===== config.mk =====
export PLATFORM = sky130hd
export DESIGN_NAME = acc_writeback_flat
export DESIGN_NICKNAME = d
export VERILOG_FILES = /design/src/rtl/acc_writeback_if.sv /design/src/rtl/acc_writeback.sv /design/src/flat_wrapper.sv
export SDC_FILE = /design/constraint.sdc
export NUM_CORES = 1
export LEC_CHECK = 0
export CAP_MARGIN = 20
export CORE_MARGIN = 2
export CORE_UTILIZATION = 45
export CTS_CLUSTER_SIZE = 12
export DETAILED_ROUTE_END_ITERATION = 10
export MAX_ROUTING_LAYER = met4
export PLACE_DENSITY = 0.78
export SLEW_MARGIN = 20
export SYNTH_ARGS = -nofsm -noshare
export SYNTH_HDL_FRONTEND = slang
export SYNTH_SLANG_ARGS = --single-unit

===== constraint.sdc =====
create_clock -name clk -period 33.5 [get_ports clk]
set_input_delay 6.7 -clock clk [delete_from_list [all_inputs] [get_ports clk]]
set_output_delay 6.7 -clock clk [all_outputs]
set_load 0.01 [all_outputs]

===== src/rtl/acc_writeback_if.sv =====
// acc_writeback_if: SRAM write port (valid/ready) between the drain unit and the SRAM.
interface acc_writeback_if #(
    parameter int ADDR_WIDTH      = 10,
    parameter int SRAM_DATA_WIDTH = 64
);
    logic                       sram_wen;
    logic [ADDR_WIDTH-1:0]      sram_waddr;
    logic [SRAM_DATA_WIDTH-1:0] sram_wdata;
    logic                       sram_wready;

    modport master (
        output sram_wen,
        output sram_waddr,
        output sram_wdata,
        input  sram_wready
    );

    modport slave (
        input  sram_wen,
        input  sram_waddr,
        input  sram_wdata,
        output sram_wready
    );
endinterface


===== src/rtl/acc_writeback.sv =====
// acc_writeback: snapshots the MAC accumulator bus and bursts it into SRAM.
// Define ACC_WB_REQUANT_EN for the int8 round/shift/saturate packing path.
module acc_writeback #(
    parameter int ARRAY_SIZE      = 8,
    parameter int OUTCOME_WIDTH   = 32,
    parameter int SRAM_DATA_WIDTH = 64,
    parameter int ADDR_WIDTH      = 10
) (
    input  logic                                clk,
    input  logic                                rst,
    input  logic                                wb_start,
    input  logic [ADDR_WIDTH-1:0]               base_addr,
    input  logic [4:0]                          shift,
    input  logic [ARRAY_SIZE*OUTCOME_WIDTH-1:0] mul_outcome,
    output logic                                busy,
    output logic                                done,
    acc_writeback_if.master                     wr
);

`ifdef ACC_WB_REQUANT_EN
    localparam int LANE_W = 8;
`else
    localparam int LANE_W = OUTCOME_WIDTH;
`endif
    localparam int SNAP_W = ARRAY_SIZE * LANE_W;
    localparam int NW     = SNAP_W / SRAM_DATA_WIDTH;
    localparam int IDX_W  = (NW > 1) ? $clog2(NW) : 1;
    localparam logic [IDX_W-1:0] LAST = IDX_W'(NW - 1);

    typedef enum logic [1:0] {
        S_IDLE,
        S_WRITE,
        S_DONE
    } state_e;

    state_e                     state_q, state_d;
    logic [IDX_W-1:0]           idx_q, idx_d;
    logic [SNAP_W-1:0]          snap_q, snap_d;
    logic                       wen_q, wen_d;
    logic [ADDR_WIDTH-1:0]      waddr_q, waddr_d;
    logic [SRAM_DATA_WIDTH-1:0] wdata_q, wdata_d;
    logic                       busy_q, busy_d;
    logic                       done_q, done_d;
    logic [SNAP_W-1:0]          proc;

`ifdef ACC_WB_REQUANT_EN
    localparam int W = OUTCOME_WIDTH + 1;
    localparam logic signed [W-1:0] QMAX = W'(127);
    localparam logic signed [W-1:0] QMIN = -W'(128);

    logic signed [W-1:0] lane, rnd, shf;

    // One extra bit keeps the rounding add from wrapping at the lane maximum.
    always_comb begin
        proc = '0;
        lane = '0;
        rnd  = '0;
        shf  = '0;
        for (int i = 0; i < ARRAY_SIZE; i++) begin
            lane = $signed({mul_outcome[(ARRAY_SIZE-i)*OUTCOME_WIDTH-1],
                            mul_outcome[(ARRAY_SIZE-i)*OUTCOME_WIDTH-1 -: OUTCOME_WIDTH]});
            rnd  = (shift != 5'd0) ? $signed(W'(1) << (shift - 5'd1)) : '0;
            shf  = (lane + rnd) >>> shift;
            if (shf > QMAX)
                proc[(ARRAY_SIZE-i)*8-1 -: 8] = 8'h7f;
            else if (shf < QMIN)
                proc[(ARRAY_SIZE-i)*8-1 -: 8] = 8'h80;
            else
                proc[(ARRAY_SIZE-i)*8-1 -: 8] = shf[7:0];
        end
    end
`else
    logic unused_shift;
    assign unused_shift = ^shift;
    assign proc = mul_outcome;
`endif

    function automatic logic [SRAM_DATA_WIDTH-1:0] word_of(
        input logic [SNAP_W-1:0] s,
        input logic [IDX_W-1:0]  k
    );
        return SRAM_DATA_WIDTH'(s >> ((NW - 1 - int'(k)) * SRAM_DATA_WIDTH));
    endfunction

    always_ff @(posedge clk or posedge rst) begin
        if (rst) begin
            state_q <= S_IDLE;
            idx_q   <= '0;
            snap_q  <= '0;
            wen_q   <= 1'b0;
            waddr_q <= '0;
            wdata_q <= '0;
            busy_q  <= 1'b0;
            done_q  <= 1'b0;
        end else begin
            state_q <= state_d;
            idx_q   <= idx_d;
            snap_q  <= snap_d;
            wen_q   <= wen_d;
            waddr_q <= waddr_d;
            wdata_q <= wdata_d;
            busy_q  <= busy_d;
            done_q  <= done_d;
        end
    end

    always_comb begin
        state_d = state_q;
        idx_d   = idx_q;
        snap_d  = snap_q;
        wen_d   = wen_q;
        waddr_d = waddr_q;
        wdata_d = wdata_q;
        busy_d  = busy_q;
        done_d  = 1'b0;
        case (state_q)
            S_IDLE: begin
                if (wb_start) begin
                    snap_d  = proc;
                    idx_d   = '0;
                    wen_d   = 1'b1;
                    waddr_d = base_addr;
                    wdata_d = word_of(proc, '0);
                    busy_d  = 1'b1;
                    state_d = S_WRITE;
                end
            end
            S_WRITE: begin
                if (wen_q && wr.sram_wready) begin
                    if (idx_q == LAST) begin
                        wen_d   = 1'b0;
                        done_d  = 1'b1;
                        state_d = S_DONE;
                    end else begin
                        idx_d   = idx_q + IDX_W'(1);
                        waddr_d = waddr_q + ADDR_WIDTH'(1);
                        wdata_d = word_of(snap_q, idx_q + IDX_W'(1));
                    end
                end
            end
            S_DONE: begin
                busy_d  = 1'b0;
                state_d = S_IDLE;
            end
            default: state_d = S_IDLE;
        endcase
    end

    assign wr.sram_wen   = wen_q;
    assign wr.sram_waddr = waddr_q;
    assign wr.sram_wdata = wdata_q;
    assign busy          = busy_q;
    assign done          = done_q;

endmodule


===== src/flat_wrapper.sv =====
// flat-port wrapper written by rule: the top's interface ports become plain ports
module acc_writeback_flat 
#(
    parameter int ARRAY_SIZE      = 8,
    parameter int OUTCOME_WIDTH   = 32,
    parameter int SRAM_DATA_WIDTH = 64,
    parameter int ADDR_WIDTH      = 10
)
  (clk, rst, wb_start, base_addr, shift, mul_outcome, busy, done, wr_sram_wen, wr_sram_waddr, wr_sram_wdata, wr_sram_wready);
  acc_writeback_if #(.ADDR_WIDTH(ADDR_WIDTH), .SRAM_DATA_WIDTH(SRAM_DATA_WIDTH)) wr_i ();
  input  logic clk;
  input  logic rst;
  input  logic wb_start;
  input  logic [ADDR_WIDTH-1:0] base_addr;
  input  logic [4:0] shift;
  input  logic [ARRAY_SIZE*OUTCOME_WIDTH-1:0] mul_outcome;
  output logic busy;
  output logic done;
  output wire logic [$bits(wr_i.sram_wen)-1:0] wr_sram_wen;
  output wire logic [$bits(wr_i.sram_waddr)-1:0] wr_sram_waddr;
  output wire logic [$bits(wr_i.sram_wdata)-1:0] wr_sram_wdata;
  input wire logic [$bits(wr_i.sram_wready)-1:0] wr_sram_wready;
  assign wr_sram_wen = wr_i.sram_wen;
  assign wr_sram_waddr = wr_i.sram_waddr;
  assign wr_sram_wdata = wr_i.sram_wdata;
  assign wr_i.sram_wready = wr_sram_wready;
  acc_writeback #(.ARRAY_SIZE(ARRAY_SIZE), .OUTCOME_WIDTH(OUTCOME_WIDTH), .SRAM_DATA_WIDTH(SRAM_DATA_WIDTH), .ADDR_WIDTH(ADDR_WIDTH)) u_core (.clk(clk), .rst(rst), .wb_start(wb_start), .base_addr(base_addr), .shift(shift), .mul_outcome(mul_outcome), .busy(busy), .done(done), .wr(wr_i));
endmodule

# Word-level counts from Yosys, hierarchy flattened
# Index checks and enable logic that the tools add are counted.
dict set report op_classes {
  add_sub_neg 3
  n_eq_ne 7
  n_shift 1
  n_mux 24
  n_reduce_logical 9
}
# cell count
set ops {}
lappend ops {{256-bit by 32-bit >> shifter with 64-bit output} 1}
lappend ops {{64-bit 2-to-1 mux} 3}
lappend ops {{64-bit one-hot mux with 2 select lines} 1}
lappend ops {{10-bit 2-to-1 mux} 3}
lappend ops {{10-bit one-hot mux with 2 select lines} 1}
lappend ops {{2-bit 2-to-1 mux} 6}
lappend ops {{10-bit by 1-bit adder with 10-bit output, second input constant} 1}
lappend ops {{2-bit one-hot mux with 2 select lines} 2}
lappend ops {{4-bit AND reduction} 2}
lappend ops {{1-bit 2-to-1 mux} 6}
lappend ops {{2-bit == test, second input constant} 2}
lappend ops {{2-bit by 1-bit != test with 1-bit output, second input constant} 2}
lappend ops {{2-bit != test, second input constant} 2}
lappend ops {{1-bit one-hot mux with 2 select lines} 2}
lappend ops {{2-bit AND reduction} 2}
lappend ops {{2-bit nonzero test} 2}
lappend ops {{3-bit AND reduction} 1}
lappend ops {{2-bit by 2-bit subtractor with 3-bit output, first input constant} 1}
lappend ops {{2-bit by 1-bit adder with 2-bit output, second input constant} 1}
lappend ops {{2-bit by 1-bit == test with 1-bit output, second input constant} 1}
lappend ops {{2-bit logical NOT} 1}
lappend ops {{1-bit logical AND} 1}
dict set report totals {
  ff_bits 337
  out_inout_bits 77
  wordCells 52
}

# Longest topological paths before layout
# Gate-level depths: netlist of the first run.
dict set report logic_depth {
  depth_word 6
  depth_mapped 8
  ltp_nobuf 5
}

# Worst setup path before layout of the first run
# No wires, ideal clock.
dict set report synth_timing {
  path_type {in2reg}
  startpoint {in wb_start}
  endpoint {reg u_core.wdata_q[10], in the netlist u_core.wr.sram_wdata[10]}
  arrival_time_ns 7.639
  path_slack_ns 25.731
  stages 6
  cell_sequence {nor3b_2 > a21o_1 > buf_2 > buf_2 > buf_2 > a31oi_1}
}
dict set report synth_between {
  elab_chain_cells 2
}
# item line_no
set synth_lines {}
lappend synth_lines {{from (decl)} flat_wrapper.sv:13} ;# input logic wb_start;
lappend synth_lines {{2-bit != test (no line)} -}
lappend synth_lines {{4-bit AND reduction (no line)} -}
lappend synth_lines {{to (signal assigned)} acc_writeback.sv:101} ;# wdata_q <= wdata_d;
lappend synth_lines {{to (decl)} acc_writeback.sv:41} ;# logic [SRAM_DATA_WIDTH-1:0] wdata_q, wdata_d;
# Every way passes these cells.
# A chain may end at the register's enable or synchronous reset.

# Final worst setup path of the first run
dict set report layout_timing {
  startpoint {in wb_start}
  endpoint {reg u_core.snap_q[226]}
}
dict set report layout_between {
  elab_chain_cells 1
}
# item line_no
set layout_lines {}
lappend layout_lines {{2-bit AND reduction (no line)} -}
lappend layout_lines {{to (signal assigned)} acc_writeback.sv:98} ;# snap_q <= snap_d;
lappend layout_lines {{to (decl)} acc_writeback.sv:38} ;# logic [SNAP_W-1:0] snap_q, snap_d;
# Every way passes these cells.

==> results_dict.tcl, run 1 <==
set metrics [dict create \
    cts.repair.resized 0 \
    dp_hpwl_um 25600 \
    grt_pass1_wl_um 64700 \
    drv_cap 0 \
    worstSetupEndpointType "flop" \
    status "finished clean" \
    die_area_um2 34400 \
    yosysSeqAreaShare 0.569 \
    relSlewSlack 0.130 \
    cellLeakagePower_nw 9.32 \
    die_x_um 185 \
    utilization 0.608 \
    dr.first_iter.drc_count 890 \
    tritoncts "built" \
    pre_cts_slack_ns 23.82 \
    rows 66 \
    syn2layout_area_growth_pct 33.1 \
    syn_nets 1885 \
    drtPass1Iterations 6 \
    syn_avg_cell_area_um2 9.22 \
    numCtsBuffers 37 \
    ctsLongestPathBuffers 3 \
    slew_viol_final 0 \
    fin_skew_ns 0.00869 \
    path_clk_slew_ns 0.06 \
    final.setup.worst_slack_ns 24.58 \
    dominantRegCellSynth "dfrtp_1" \
    wl_met2_um 20100 \
    drt-total-wl_um 40900 \
    setup_viol 0 \
    cts.sinks 337 \
    final_cell_mix "912 x nand2_1, 346 x clkdlybuf4s50_1, 336 x dfrtp_1" \
    ant_nets 0 \
    clkLatencyLatePin_ns 0.51 \
    post_cts_buffers 0 \
    drc 0 \
    powerDensity_nw_per_um2 97.8 \
    finalCriticalPeriod_ns 8.92 \
    synth_edf_count 0 \
    design.portCount 352 \
    crit_chain "clkdlybuf4s50_1 -> nor3b_4 -> buf_4 -> buf_4 -> nand2_1 -> nand2_1" \
    cts-root-buf "clkbuf_16" \
    post_dp_cell_area_um2 18500 \
    hold_violations 0 \
    vias 12327 \
    dr.max_layer_used "met4" \
    layout.cells.non_filler 2371 \
    grt_use_total 0.245 \
    cp_num_buf_inv 3 \
    rsz0062_at_grt "false" \
    io_buffers 346 \
    crit_type "in -> reg" \
    cts_hold_buffers 0 \
    ys_types 34 \
    stdcell_area_um2 19700 \
    critPathSlowestCell "buf_4" \
    antenna_found_initial 3 \
    wl_met3_um 2440 \
    cp_top_family "buffers and inverters" \
    die_height_um 185 \
    gp_congestion 0.801 \
    wl_met1_um 16900 \
    core_um2 32500 \
    fmax_ghz 0.112 \
    drive_gt1_frac 0.0706 \
    arrival_ns 9.36 \
    grt-ovfl-total 0 \
    hold_class "reg -> reg" \
    start_kind "input port" \
    finalSetupTns_ns 0 \
    detail_route.wl_per_cell_um 17.3 \
    layout_commonest_cell "nand2_1" \
    max_stage_delay_ns 0.87 \
    placedCellCount 2303 \
    fin_crit_sh 0.266 \
    async_flop_share 1.00 \
    grt_pass1_vias 12207 \
    ys_warn_count 0 \
    ir_drop_v 0.0000667 \
    required_ns 33.94 \
    ys_ff_latch 337 \
    cts_max_level 2 \
    max_slew.worst_pin.slew_ns 1.30 \
    p_total_mw 1.93 \
    vias_per_cell 5.20 \
    initial_core_util 0.457 \
    synthCells 1608 \
    grt_max_degree 260 \
    path_max_fanout 92 \
    hold_ws_ns 0.469 \
    syn_area_um2 14800 \
    final_net_count 2177 \
]
## metal layers
layer / global-route usage / vias up
met2: 0.396 / 426
li1: - / 5765
met4: 0.0867 / 0
met1: 0.317 / 6049
met3: 0.0387 / 87
met5: - / -
## final timing paths
kind / startpoint / endpoint / slack [ns] / cells after the start
worst max-delay path: wb_start / u_core.snap_q[226] / 24.58 / 6
worst min-delay path: u_core.snap_q[4] / u_core.snap_q[4] / 0.47 / 2
worst max register to register: u_core.idx_q[0] / u_core.wr.sram_waddr[2] / 30.32 / 6
worst min register to register: u_core.snap_q[4] / u_core.snap_q[4] / 0.47 / 2
max in group asynchronous: rst / u_core.snap_q[117] / 24.70 / 4
min in group asynchronous: rst / u_core.snap_q[157] / 6.66 / 2
## report_power, final
part / internal [mW] / switching [mW]
registers: 0.606 / 0.123
logic: 0.380 / 0.408
clock network: 0.247 / 0.164
total: 1.23 / 0.694
## flip-flops by register name (all words and copies together), names as in the netlist
| register | flops |
|---|---|
| u_core.state_q | 2 |
| u_core.wr.sram_wen | 1 |
| u_core.done | 1 |
| u_core.wr.sram_waddr | 10 |
| u_core.busy | 1 |
| u_core.snap_q | 256 |
| u_core.idx_q | 2 |
| u_core.wr.sram_wdata | 64 |
## Yosys cell counts (2+ instances only)
cell      instances  area share
mux4_2           64       0.097
o22a_1            2      0.0012
a21oi_1          10      0.0034
nand2_1         912        0.23
a31oi_1          67       0.028
clkbuf_1         42       0.011
dfrtp_1         337        0.57
nand4_1           2     0.00084
inv_1             3     0.00076
o21ai_0           8      0.0027
nand3_1           6      0.0020
buf_2            50       0.017
ha_1              2      0.0017
o21a_1            2      0.0010
nor2_1           71       0.018
buf_4            11      0.0056
o22ai_1           2     0.00084
## logic make-up after synthesis
group,share of synthesized area
simple gates,0.257
flops,0.569
buf+inv,0.0341
compound gates,0.0402
mux,0.0980
fa+ha+maj,0.00169
## tightest hold or removal path, stage by stage, from the launching register on
cell and delay (ns):
dfrtp_1 0.34, nand2_1 0.05, nand2_1 0.05
## area by class of cell
type	instances	area, um^2
repair buffers	357	3560
clock buffers	59	1130
diodes	3	7.51
fillers	2688	12700
well taps	442	553
clock inverters	6	86.3
flip-flops and latches	337	8440
inverters	3	23.8
multi-input cells	1164	5920
Note: power is estimated with default switching activity, not from simulation.
==> run 2: changes to the inputs <==
--- a/config.mk
+++ b/config.mk
@@ -11,7 +11,7 @@
 export CTS_CLUSTER_SIZE = 12
 export DETAILED_ROUTE_END_ITERATION = 10
 export MAX_ROUTING_LAYER = met4
-export PLACE_DENSITY = 0.78
+export PLACE_DENSITY = 0.81
 export SLEW_MARGIN = 20
 export SYNTH_ARGS = -nofsm -noshare
 export SYNTH_HDL_FRONTEND = slang
==> constraint.sdc (replaced) <==
create_clock -name clk -period 7.3 [get_ports clk]
set_input_delay 1.46 -clock clk [delete_from_list [all_inputs] [get_ports clk]]
set_output_delay 1.46 -clock clk [all_outputs]
set_load 0.01 [all_outputs]
==> results_dict.tcl, run 2 (synthesis gave the netlist of run 1 again) <==
set metrics [dict create \
    rows 66 \
    clkLatencyLatePin_ns 0.51 \
    final_net_count 2178 \
    drc 0 \
    drv_cap 0 \
    p_seq_frac 0.375 \
    post_cts_buffers 0 \
    ant_nets 0 \
    dr.first_iter.drc_count 807 \
    fillers 2626 \
    drive_gt1_frac 0.0747 \
    p_int_mw 5.78 \
    ctsLongestPathBuffers 3 \
    top_register "u_core.snap_q" \
    fin_skew_ns 0.0102 \
    crit_type "in -> reg" \
    netSwitchingPower_mw 3.18 \
    worstSetupEndpointType "flop" \
    cellLeakagePower_nw 9.39 \
    die_height_um 185 \
    final.setup.worst_slack_ns 3.76 \
    detail_route.wl_per_cell_um 17.1 \
    vias_per_cell 5.15 \
    arrival_ns 3.95 \
    fin_crit_sh 0.485 \
    tritoncts "built" \
    cts_hold_buffers 0 \
    powerDensity_nw_per_um2 451 \
    finalCriticalPeriod_ns 3.54 \
    final_cell_mix "912 x nand2_1, 346 x clkdlybuf4s50_1, 336 x dfrtp_1" \
    drt-total-wl_um 40600 \
    slew_viol_final 0 \
    start_kind "input port" \
    numCtsBuffers 38 \
    vias 12210 \
    hold_class "reg -> reg" \
    design.portCount 352 \
    dp_hpwl_um 25200 \
    status "finished clean" \
    gp_congestion 0.810 \
    io_buffers 346 \
    grt-ovfl-total 0 \
    cts-root-buf "clkbuf_16" \
    grt_pass1_vias 12309 \
    die_x_um 185 \
    r2r-start "u_core.idx_q[0]" \
    rsz0062_at_grt "false" \
    cts.repair.resized 0 \
    hold_ws_ns 0.469 \
    grt_pass1_wl_um 63800 \
    pwr-share-clk 0.221 \
    finalSetupTns_ns 0 \
    grt_use_total 0.242 \
    cts.sinks 337 \
    die_area_um2 34400 \
    path_clk_slew_ns 0.06 \
    drtPass1Iterations 5 \
    cts_max_level 2 \
    path_max_fanout 96 \
    largest_reg_flops 256 \
    relSlewSlack 0.270 \
    pre_cts_slack_ns 3.04 \
    critPathLaunch "wb_start" \
    ir_drop_v 0.000355 \
    combPwrFrac 0.404 \
    worstHoldStart "u_core.snap_q[4]" \
    hold_violations 0 \
    antenna_found_initial 3 \
    setup_viol 0 \
    syn2layout_area_growth_pct 34.1 \
    required_ns 7.71 \
    fmax_ghz 0.283 \
    grt_max_degree 259 \
    core_um2 32500 \
    layout_commonest_cell "nand2_1" \
    max_slew.worst_pin.slew_ns 1.09 \
    sw_frac_of_total 0.355 \
    initial_core_util 0.457 \
]
-- run 2: changes by cell type in the layout (fill, tap and decap cells not counted), moves of 2 or more --
cell,previous run,this run
buf_12,1,4
buf_4,10,5
clkbuf_1,12,5
clkbuf_16,39,41
clkbuf_8,8,11
clkinv_2,2,5
-- run 2: worst paths after layout --
check                                      endpoint  slack (ns)  depth (start not counted)
setup / recovery           u_core.wr.sram_wdata[35]        3.76                          6
hold / removal                     u_core.snap_q[4]        0.47                          2
max in group asynchronous           u_core.idx_q[0]        4.88                          3
hold reg to reg                    u_core.snap_q[4]        0.47                          2
setup reg to reg           u_core.wr.sram_wdata[35]        4.25                          6
min in group asynchronous  u_core.wr.sram_wdata[32]        1.50                          3
-- run 2: final cells by class --
cell class	count	area, um^2	share of cell area
clock buffer	57	1200	0.0602
inverter	3	15.0	0.000755
sequential	337	8440	0.425
multi-input combinational	1164	5920	0.298
tap	442	553	0.0278
clock inverter	9	123	0.00617
timing repair buffer	357	3620	0.182
antenna	4	10.0	0.000504
-- run 2: layer usage --
metal	track usage	vias to the layer above	wire, um
met5	-	-	0
met4	0.104	0	1730
met3	0.0489	113	2410
met1	0.304	5909	16700
met2	0.384	423	19700
li1	-	5765	-
-- run 2: power by group through the flow --
stage	clock network [mW]	registers, mW	logic [mW]
finish	1.98	3.35	3.62
global route	2.10	3.46	4.02
CTS	2.01	3.35	3.65
detailed placement	0	3.37	3.63
global placement	0	3.30	3.51
floorplan	0	3.27	2.45
-- run 2: worst max-delay path: stages --
cell             delay [ns]
clkdlybuf4s50_1        0.52
nor3b_4                0.29
a21o_4                 0.82
buf_4                  0.56
nor2_1                 0.09
a31oi_1                0.20
-- run 2: metrics by stage --
| stage | cells | utilization | power (mW) | area (um^2) |
|---|---|---|---|---|
| finish | 2373 | 0.612 | 8.95 | 19900 |
| global route | 2372 | 0.612 | 9.58 | 19900 |
| CTS | 2367 | 0.611 | 9.01 | 19800 |
| detailed placement | 2301 | 0.570 | 7.00 | 18500 |
| global placement | 2301 | 0.570 | 6.80 | 18500 |
| floorplan | 1608 | - | 5.72 | 14800 |
